[config.mk]
export PLATFORM = sky130hd
export DESIGN_NAME = coef_ram_loader
export DESIGN_NICKNAME = d
export VERILOG_FILES = /design/src/rtl/coef_ram_loader.sv
export SDC_FILE = /design/constraint.sdc
export NUM_CORES = 1
export LEC_CHECK = 0
export ABC_CLOCK_PERIOD_IN_PS = 6100
export CORE_MARGIN = 3
export CORE_UTILIZATION = 44
export CTS_CLUSTER_DIAMETER = 200
export CTS_CLUSTER_SIZE = 10
export DETAILED_ROUTE_END_ITERATION = 6
export PLACE_DENSITY = 0.86
export SKIP_CTS_REPAIR_TIMING = 1
export SKIP_LAST_GASP = 1
export SLEW_MARGIN = 15
export SYNTH_ARGS = -nofsm -noshare
export SYNTH_HDL_FRONTEND = slang
export SYNTH_SLANG_ARGS = --single-unit
[constraint.sdc]
create_clock -name clock -period 6.1 [get_ports clock]
set_input_delay 1.22 -clock clock [delete_from_list [all_inputs] [get_ports clock]]
set_output_delay 1.22 -clock clock [all_outputs]
set_load 0.01 [all_outputs]
[src/rtl/coef_ram_loader.sv]
// coef_ram_loader: host-side writer for the dual-channel coefficient RAM.
// Accepts a load command (channel, start address, word count), streams
// DATA_W-bit coefficients from a valid/ready input into the selected RAM
// read/write port at one word per cycle, and optionally reads the block back
// and compares checksums.
//
// Optional feature: define COEF_RAM_LOADER_VERIFY_EN to build the readback
// states and the write/read checksums. Without it, WRITE goes straight to
// FINISH and err reports only a zero-length command.
//
// Ports:
//   clock, reset              rising-edge clock, async active-high reset
//   cmd_valid/cmd_ready       load command handshake (ready only in IDLE)
//   cmd_chan, cmd_addr, cmd_len  channel (0=L,1=R), start address, word count
//   din_valid/din_ready, din  coefficient stream (ready only in WRITE)
//   addrLrw/addrRrw, datainLrw/datainRrw, weL/weR  RAM rw port drive
//   dataoutLrw/dataoutRrw     RAM read data (registered in the RAM)
//   busy, done, err           status: not idle, finish pulse, sticky error
module coef_ram_loader #(
  parameter int unsigned ADDR_W = 14,
  parameter int unsigned DATA_W = 36
) (
  input  logic              clock,
  input  logic              reset,
  input  logic              cmd_valid,
  output logic              cmd_ready,
  input  logic              cmd_chan,
  input  logic [ADDR_W-1:0] cmd_addr,
  input  logic [ADDR_W:0]   cmd_len,
  input  logic              din_valid,
  output logic              din_ready,
  input  logic [DATA_W-1:0] din,
  output logic [ADDR_W-1:0] addrLrw,
  output logic [ADDR_W-1:0] addrRrw,
  output logic [DATA_W-1:0] datainLrw,
  output logic [DATA_W-1:0] datainRrw,
  output logic              weL,
  output logic              weR,
  input  logic [DATA_W-1:0] dataoutLrw,
  input  logic [DATA_W-1:0] dataoutRrw,
  output logic              busy,
  output logic              done,
  output logic              err
);

  localparam int unsigned LEN_W = ADDR_W + 1;

  typedef enum logic [2:0] {
    IDLE    = 3'd0,
    WRITE   = 3'd1,
    RD_ADDR = 3'd2,
    RD_DATA = 3'd3,
    FINISH  = 3'd4
  } state_t;

  state_t             state;
  logic               chan;
  logic [ADDR_W-1:0]  curAddr;
  logic [LEN_W-1:0]   remaining;

`ifdef COEF_RAM_LOADER_VERIFY_EN
  logic [ADDR_W-1:0]  startAddr;
  logic [LEN_W-1:0]   lenQ;
  logic [DATA_W-1:0]  wrSum;
  logic [DATA_W-1:0]  rdSum;
  logic [DATA_W-1:0]  rdWord;

  // Read data from the channel being verified.
  assign rdWord = chan ? dataoutRrw : dataoutLrw;
`else
  logic unusedDataout;
  assign unusedDataout = ^{dataoutLrw, dataoutRrw};
`endif

  // Control FSM with registered outputs.
  always_ff @(posedge clock or posedge reset) begin
    if (reset) begin
      state     <= IDLE;
      chan      <= 1'b0;
      curAddr   <= '0;
      remaining <= '0;
      cmd_ready <= 1'b0;
      din_ready <= 1'b0;
      addrLrw   <= '0;
      addrRrw   <= '0;
      datainLrw <= '0;
      datainRrw <= '0;
      weL       <= 1'b0;
      weR       <= 1'b0;
      busy      <= 1'b0;
      done      <= 1'b0;
      err       <= 1'b0;
`ifdef COEF_RAM_LOADER_VERIFY_EN
      startAddr <= '0;
      lenQ      <= '0;
      wrSum     <= '0;
      rdSum     <= '0;
`endif
    end else begin
      done <= 1'b0;
      case (state)
        IDLE: begin
          cmd_ready <= 1'b1;
          if (cmd_valid && cmd_ready) begin
            chan      <= cmd_chan;
            curAddr   <= cmd_addr;
            remaining <= cmd_len;
            cmd_ready <= 1'b0;
            busy      <= 1'b1;
            err       <= (cmd_len == '0);
            addrLrw   <= '0;
            addrRrw   <= '0;
            datainLrw <= '0;
            datainRrw <= '0;
`ifdef COEF_RAM_LOADER_VERIFY_EN
            startAddr <= cmd_addr;
            lenQ      <= cmd_len;
            wrSum     <= '0;
            rdSum     <= '0;
`endif
            if (cmd_len == '0) begin
              state <= FINISH;
              done  <= 1'b1;
            end else begin
              state     <= WRITE;
              din_ready <= 1'b1;
            end
          end
        end

        WRITE: begin
          // No handshake: write enable drops, address/data hold.
          weL <= 1'b0;
          weR <= 1'b0;
          if (din_valid && din_ready) begin
            weL       <= ~chan;
            weR       <= chan;
            addrLrw   <= chan ? '0 : curAddr;
            addrRrw   <= chan ? curAddr : '0;
            datainLrw <= chan ? '0 : din;
            datainRrw <= chan ? din : '0;
            curAddr   <= curAddr + ADDR_W'(1);
            remaining <= remaining - LEN_W'(1);
`ifdef COEF_RAM_LOADER_VERIFY_EN
            wrSum     <= wrSum + din;
`endif
            if (remaining == LEN_W'(1)) begin
              din_ready <= 1'b0;
`ifndef COEF_RAM_LOADER_VERIFY_EN
              state     <= FINISH;
              done      <= 1'b1;
`endif
            end
          end
`ifdef COEF_RAM_LOADER_VERIFY_EN
          // Last word was taken on the previous edge; its RAM write lands now.
          else if (!din_ready) begin
            state     <= RD_ADDR;
            curAddr   <= startAddr;
            remaining <= lenQ;
            if (chan) addrRrw <= startAddr;
            else      addrLrw <= startAddr;
          end
`endif
        end

`ifdef COEF_RAM_LOADER_VERIFY_EN
        RD_ADDR: begin
          state <= RD_DATA;
        end

        RD_DATA: begin
          rdSum     <= rdSum + rdWord;
          curAddr   <= curAddr + ADDR_W'(1);
          remaining <= remaining - LEN_W'(1);
          if (chan) addrRrw <= curAddr + ADDR_W'(1);
          else      addrLrw <= curAddr + ADDR_W'(1);
          if (remaining == LEN_W'(1)) begin
            state <= FINISH;
            done  <= 1'b1;
            if ((rdSum + rdWord) != wrSum) err <= 1'b1;
          end else begin
            state <= RD_ADDR;
          end
        end
`endif

        FINISH: begin
          weL       <= 1'b0;
          weR       <= 1'b0;
          busy      <= 1'b0;
          cmd_ready <= 1'b1;
          state     <= IDLE;
        end

        default: begin
          state <= IDLE;
        end
      endcase
    end
  end

endmodule

* Word level (Yosys, flattened, before mapping) *
Index checks and enable logic that the tools add are counted.

operators by class
  add/sub/neg operators = 2
  equal/unequal tests = 7
  mux-type cells = 43
  bitwise logic cells = 1
  reduce and logical (&&, ||, !) cells = 12

operators with widths
  cell                                                                  count
  36-bit 2-to-1 mux                                                     5
  36-bit one-hot mux with 2 select lines                                2
  14-bit 2-to-1 mux                                                     7
  14-bit one-hot mux with 2 select lines                                3
  15-bit 2-to-1 mux                                                     2
  15-bit one-hot mux with 2 select lines                                1
  15-bit by 1-bit == test with 1-bit output, second input constant      1
  15-bit logical NOT                                                    1
  15-bit by 1-bit subtractor with 15-bit output, second input constant  1
  14-bit by 1-bit adder with 14-bit output, second input constant       1
  1-bit 2-to-1 mux                                                      12
  3-bit 2-to-1 mux                                                      4
  1-bit one-hot mux with 2 select lines                                 6
  2-bit != test, second input constant                                  4
  3-bit one-hot mux with 2 select lines                                 1
  3-bit AND reduction                                                   2
  2-bit nonzero test                                                    3
  5-bit AND reduction                                                   1
  2-bit AND reduction                                                   2
  3-bit by 1-bit == test with 1-bit output, second input constant       1
  3-bit == test, second input constant                                  1
  3-bit logical NOT                                                     1
  1-bit logical AND                                                     2
  1-bit NOT                                                             1

word-level totals
  flip-flop bits (word level) = 140
  bits of input ports = 142
  output and inout port bits = 107
  logic and storage cells = 80

* Depth between registers and ports, before layout *
  depth after elaboration = 4
  depth in mapped cells = 10

* Worst setup path after synthesis *
Ideal clock, no wire load.

  kind = input -> register
  start = input port din_valid
  end = register din_ready
  library setup time = 0.133 ns
  arrival = 2.094 ns
  data required time = 5.967 ns
  path slack = 3.873 ns
  cell stages on the path = 6
  cells stage by stage = nand3_1 > a21o_1 > buf_2 > buf_2 > o31ai_1 > o21ai_0

on the way
  cells in the longest elaborated chain, start to end = 3

RTL lines
  item                                  line  source
  from (decl)                           30    input logic din_valid,
  1-bit logical AND                     135   if (din_valid && din_ready) begin
  2-bit != test (no source line)        n/a
  5-bit AND reduction (no source line)  n/a
  to (signal assigned)                  83    din_ready <= 1'b0;
  to (signal assigned)                  126   din_ready <= 1'b1;
  to (signal assigned)                  148   din_ready <= 1'b0;
  to (decl)                             31    output logic din_ready,

No other way between the ends.
A chain may end at the register's enable or synchronous reset.

* Worst setup path in the final report *
  start = input port cmd_valid
  end = register datainRrw[7]

on the way
  cells in the longest elaborated chain, start to end = 3

RTL lines
  item                                  line  source
  from (decl)                           25    input logic cmd_valid,
  1-bit logical AND                     104   if (cmd_valid && cmd_ready) begin
  2-bit != test (no source line)        n/a
  3-bit AND reduction (no source line)  n/a
  to (signal assigned)                  141   datainRrw <= chan ? din : '0;
  to (decl)                             36    output logic [DATA_W-1:0] datainRrw,

No other way between the ends.

==> impl_metrics.yaml <==
layout:
  n_antenna_cell: 0
  seq_area_mm2: 0.00348
  postLayoutCellArea_mm2: 0.00880
  multi_input_logic_area_mm2: 0.00260
  num-fill-cells: 1183
  post_route_cells_drive_above_1_share_pct: 5.72
  final_util_pct: 62.6
  area_growth_pct: 38.1
  fin_nets: 1012
status:
  result_of_the_run: "completed"
route:
  detail-route-antenna-nets: 0
  vias: 5806
  postRouteWirelength_mm: 17.8
  drc_errors: 0
  drt_iter0_drc: 566
  post_drt_via_cell_ratio: 5.51
  wl_per_cell_um: 16.9
  detailedRoute.firstPassIterationCount: 7
setup_path:
  worst_setup_path_end_kind: "register"
  timing.critical_path.from: "cmd_valid"
  timing_worst_setup_path_type: "primary input to register"
  crit_path_max_fanout: 94
  r2r-end: "curAddr[4]$_DFFE_PP0P_"
  worstSetupEndpoint: "datainRrw[7]$_DFFE_PP0P_"
  regToRegSetupSlack_ps: 2950
  rr_startpoint: "state[2]$_DFFE_PP0P_"
  critPathLaunchType: "primary input"
  required_ps: 6440
  timing.reg2reg.worst_path_depth: 8
  timing.critical_path.arrival_ps: 3670
sta:
  report.final.setup_viol: 0
  report.final.hold_viol_count: 0
  timing.clock.skew_ps: 8.86
  layout_worst_path_cycle_share_pct: 54.5
  setup-tns-final_ps: 0
  rsz0062_at_grt: "false"
  timing.final.max_slew_violations: 0
  hold_slack_ps: 462
  worst_slew_pin_slew_ps: 987
  maxSlewHeadroom_pct: 34.1
  period_needed_ps: 3330
  fmax_ghz: 0.301
placed_design:
  io_buffers: 176
  place_hpwl_mm: 11.4
  finalWeightedCongestion: 0.853
  placedInstanceArea_mm2: 0.00820
grt:
  grt.overflow.total: 0
  vias_in_the_first_global_route: 5738
  grt_usage_pct: 22.8
  initial_antenna_violation_count: 0
  wire_length_of_the_first_global_routing_pass_mm: 29.4
  grt_start_max_net_pins: 106
die:
  fp.coreArea_mm2: 0.0140
  fp-row-count: 43
  die_w_um: 126
  die_area_mm2: 0.0160
  initial_utilization_pct: 45.4
  top_level_ports: 249
  chipHeight_um: 126
cts:
  number_of_clock_buffers_inserted_by_tritoncts: 17
  clkSlewWorstSetupHoldPaths_ps: 60
  clock_tree.root_cell: "sky130_fd_sc_hd__clkbuf_16"
  tritoncts: "yes"
  clock_sinks: 139
  cts.htree.levels: 4
  worst_skew_pair.late_latency_ps: 410
  cts.path.max_buffers: 2
yosys:
  synthArstFlopShare_pct: 100
  netlist.top_cell.by_area: "sky130_fd_sc_hd__dfrtp_1"
  synth-edff-count: 0
  synthesis.area_per_instance_um2: 8.89
  syn_area_mm2: 0.00637
  synth_area_leaders: "sky130_fd_sc_hd__dfrtp_1, sky130_fd_sc_hd__nand2_1, sky130_fd_sc_hd__nand3_1, sky130_fd_sc_hd__a21oi_1, sky130_fd_sc_hd__buf_2"
  ys_warn_count: 0
  ys_ff_latch: 139
  synthesized_nets: 866
  synth.top_cell.area_share_pct: 54.6
  post_synth_inst_count: 717
  synth_seq_area_share_pct: 54.6
  dominantRegCellSynth: "sky130_fd_sc_hd__dfrtp_1"
  synth.lib_cells_used.distinct: 45
power:
  power.leakage_nw: 4.10
  worst_ir_drop_vdd_v: 0.000274
  total_power_w: 0.00463
  power_per_cell_area_mw_per_mm2: 526
worst_hold_path:
  worst_min_path_class: "register to register"
run:
  maxCapViolCount: 0
final cells by class:
type	count	share of cell area, %
flip-flops and latches	139	39.5
multi-input cells	508	29.6
repair buffers	185	20.9
clock buffers	19	5.15
well taps	180	2.56
clock inverters	11	1.66
inverters	12	0.569
metrics by stage:
stage,setup slack [ps],instances
floorplan,1160,717
global placement,2410,1024
detailed placement,2380,1024
CTS,2800,1054
global route,2540,1054
finish,2770,1054
how the worst min path moves through the flow:
| stage | from | end | slack [ps] | cells after the start |
|---|---|---|---|---|
| finish | datainRrw[31]$_DFFE_PP0P_ | datainRrw[31]$_DFFE_PP0P_ | 460 | 2 |
| global route | addrRrw[3]$_DFFE_PP0P_ | addrRrw[3]$_DFFE_PP0P_ | 480 | 2 |
| CTS | datainRrw[31]$_DFFE_PP0P_ | datainRrw[31]$_DFFE_PP0P_ | 470 | 2 |
| detailed placement | datainLrw[7]$_DFFE_PP0P_ | datainLrw[7]$_DFFE_PP0P_ | 450 | 2 |
| global placement | datainRrw[2]$_DFFE_PP0P_ | datainRrw[2]$_DFFE_PP0P_ | 450 | 2 |
| floorplan | remaining[9]$_DFFE_PP0P_ | remaining[9]$_DFFE_PP0P_ | 490 | 2 |
layout by cell type (no fill, tap or decap), types with 4 or more instances in the layout:
master	Yosys	routed
sky130_fd_sc_hd__nand2_1	224	224
sky130_fd_sc_hd__clkdlybuf4s50_1	0	176
sky130_fd_sc_hd__dfrtp_1	139	139
sky130_fd_sc_hd__nand3_1	116	116
sky130_fd_sc_hd__a21oi_1	32	31
sky130_fd_sc_hd__clkbuf_16	0	17
sky130_fd_sc_hd__o21ai_0	16	16
sky130_fd_sc_hd__nand4_1	15	15
sky130_fd_sc_hd__a2bb2oi_1	13	13
sky130_fd_sc_hd__o22ai_1	12	12
sky130_fd_sc_hd__inv_1	12	11
sky130_fd_sc_hd__nor2_1	12	11
sky130_fd_sc_hd__buf_4	7	8
sky130_fd_sc_hd__ha_1	7	6
sky130_fd_sc_hd__nor3_1	5	5
sky130_fd_sc_hd__nor4_1	4	4
sky130_fd_sc_hd__and2_1	5	4
sky130_fd_sc_hd__and4_1	4	4
power breakdown:
group | switching (W) | internal [W]
combinational | 0.00115 | 0.000863
sequential | 0.000298 | 0.00128
clock | 0.000384 | 0.000659
total | 0.00183 | 0.00280
logic make-up after synthesis:
kind of cell,share of synthesized area (%)
and+or+nand+nor,28.1
AOI/OAI and AO/OA,9.72
buffers and inverters,5.03
DFF,54.6
muxes,1.18
adders and majority gates,1.37
layer usage:
| layer | global-route usage, % | vias to the layer above | part of all wire (%) |
|---|---|---|---|
| met3 | 4.17 | 26 | 6.7 |
| met5 | 0 | - | 0 |
| li1 | - | 2745 | - |
| met1 | 31.4 | 2768 | 44 |
| met4 | 8.71 | 0 | 2.0 |
| met2 | 36.1 | 267 | 48 |
cell usage after synthesis, types with 3 or more instances:
cell	count
sky130_fd_sc_hd__nor2_1	12
sky130_fd_sc_hd__a2bb2oi_1	13
sky130_fd_sc_hd__and2_1	5
sky130_fd_sc_hd__buf_2	25
sky130_fd_sc_hd__dfrtp_1	139
sky130_fd_sc_hd__nor4_1	4
sky130_fd_sc_hd__and4_1	4
sky130_fd_sc_hd__nand4_1	15
sky130_fd_sc_hd__o22ai_1	12
sky130_fd_sc_hd__nand3_1	116
sky130_fd_sc_hd__nand2b_1	3
sky130_fd_sc_hd__mux2i_1	3
sky130_fd_sc_hd__inv_1	12
sky130_fd_sc_hd__clkbuf_1	16
sky130_fd_sc_hd__o32ai_1	3
sky130_fd_sc_hd__nand2_1	224
sky130_fd_sc_hd__buf_4	7
sky130_fd_sc_hd__ha_1	7
sky130_fd_sc_hd__a21oi_1	32
sky130_fd_sc_hd__o21ai_0	16
sky130_fd_sc_hd__nor3_1	5
sky130_fd_sc_hd__mux2_2	3
sky130_fd_sc_hd__buf_1	10
sky130_fd_sc_hd__o22a_1	3
registers in the layout, summed over array words and instances, names as in the netlist:
signal,flops
datainLrw,36
datainRrw,36
remaining,15
addrLrw,14
addrRrw,14
curAddr,14
state,2
busy,1
chan,1
cmd_ready,1
din_ready,1
done,1
err,1
weL,1
weR,1
critical path, stage by stage:
cell                              delay (ps)
sky130_fd_sc_hd__clkdlybuf4s50_1         450
sky130_fd_sc_hd__a21boi_1                500
sky130_fd_sc_hd__a21o_4                  780
sky130_fd_sc_hd__buf_4                   470
sky130_fd_sc_hd__nand2_1                 110
sky130_fd_sc_hd__nand2_1                  80
Power figures use the tool's default switching activity.
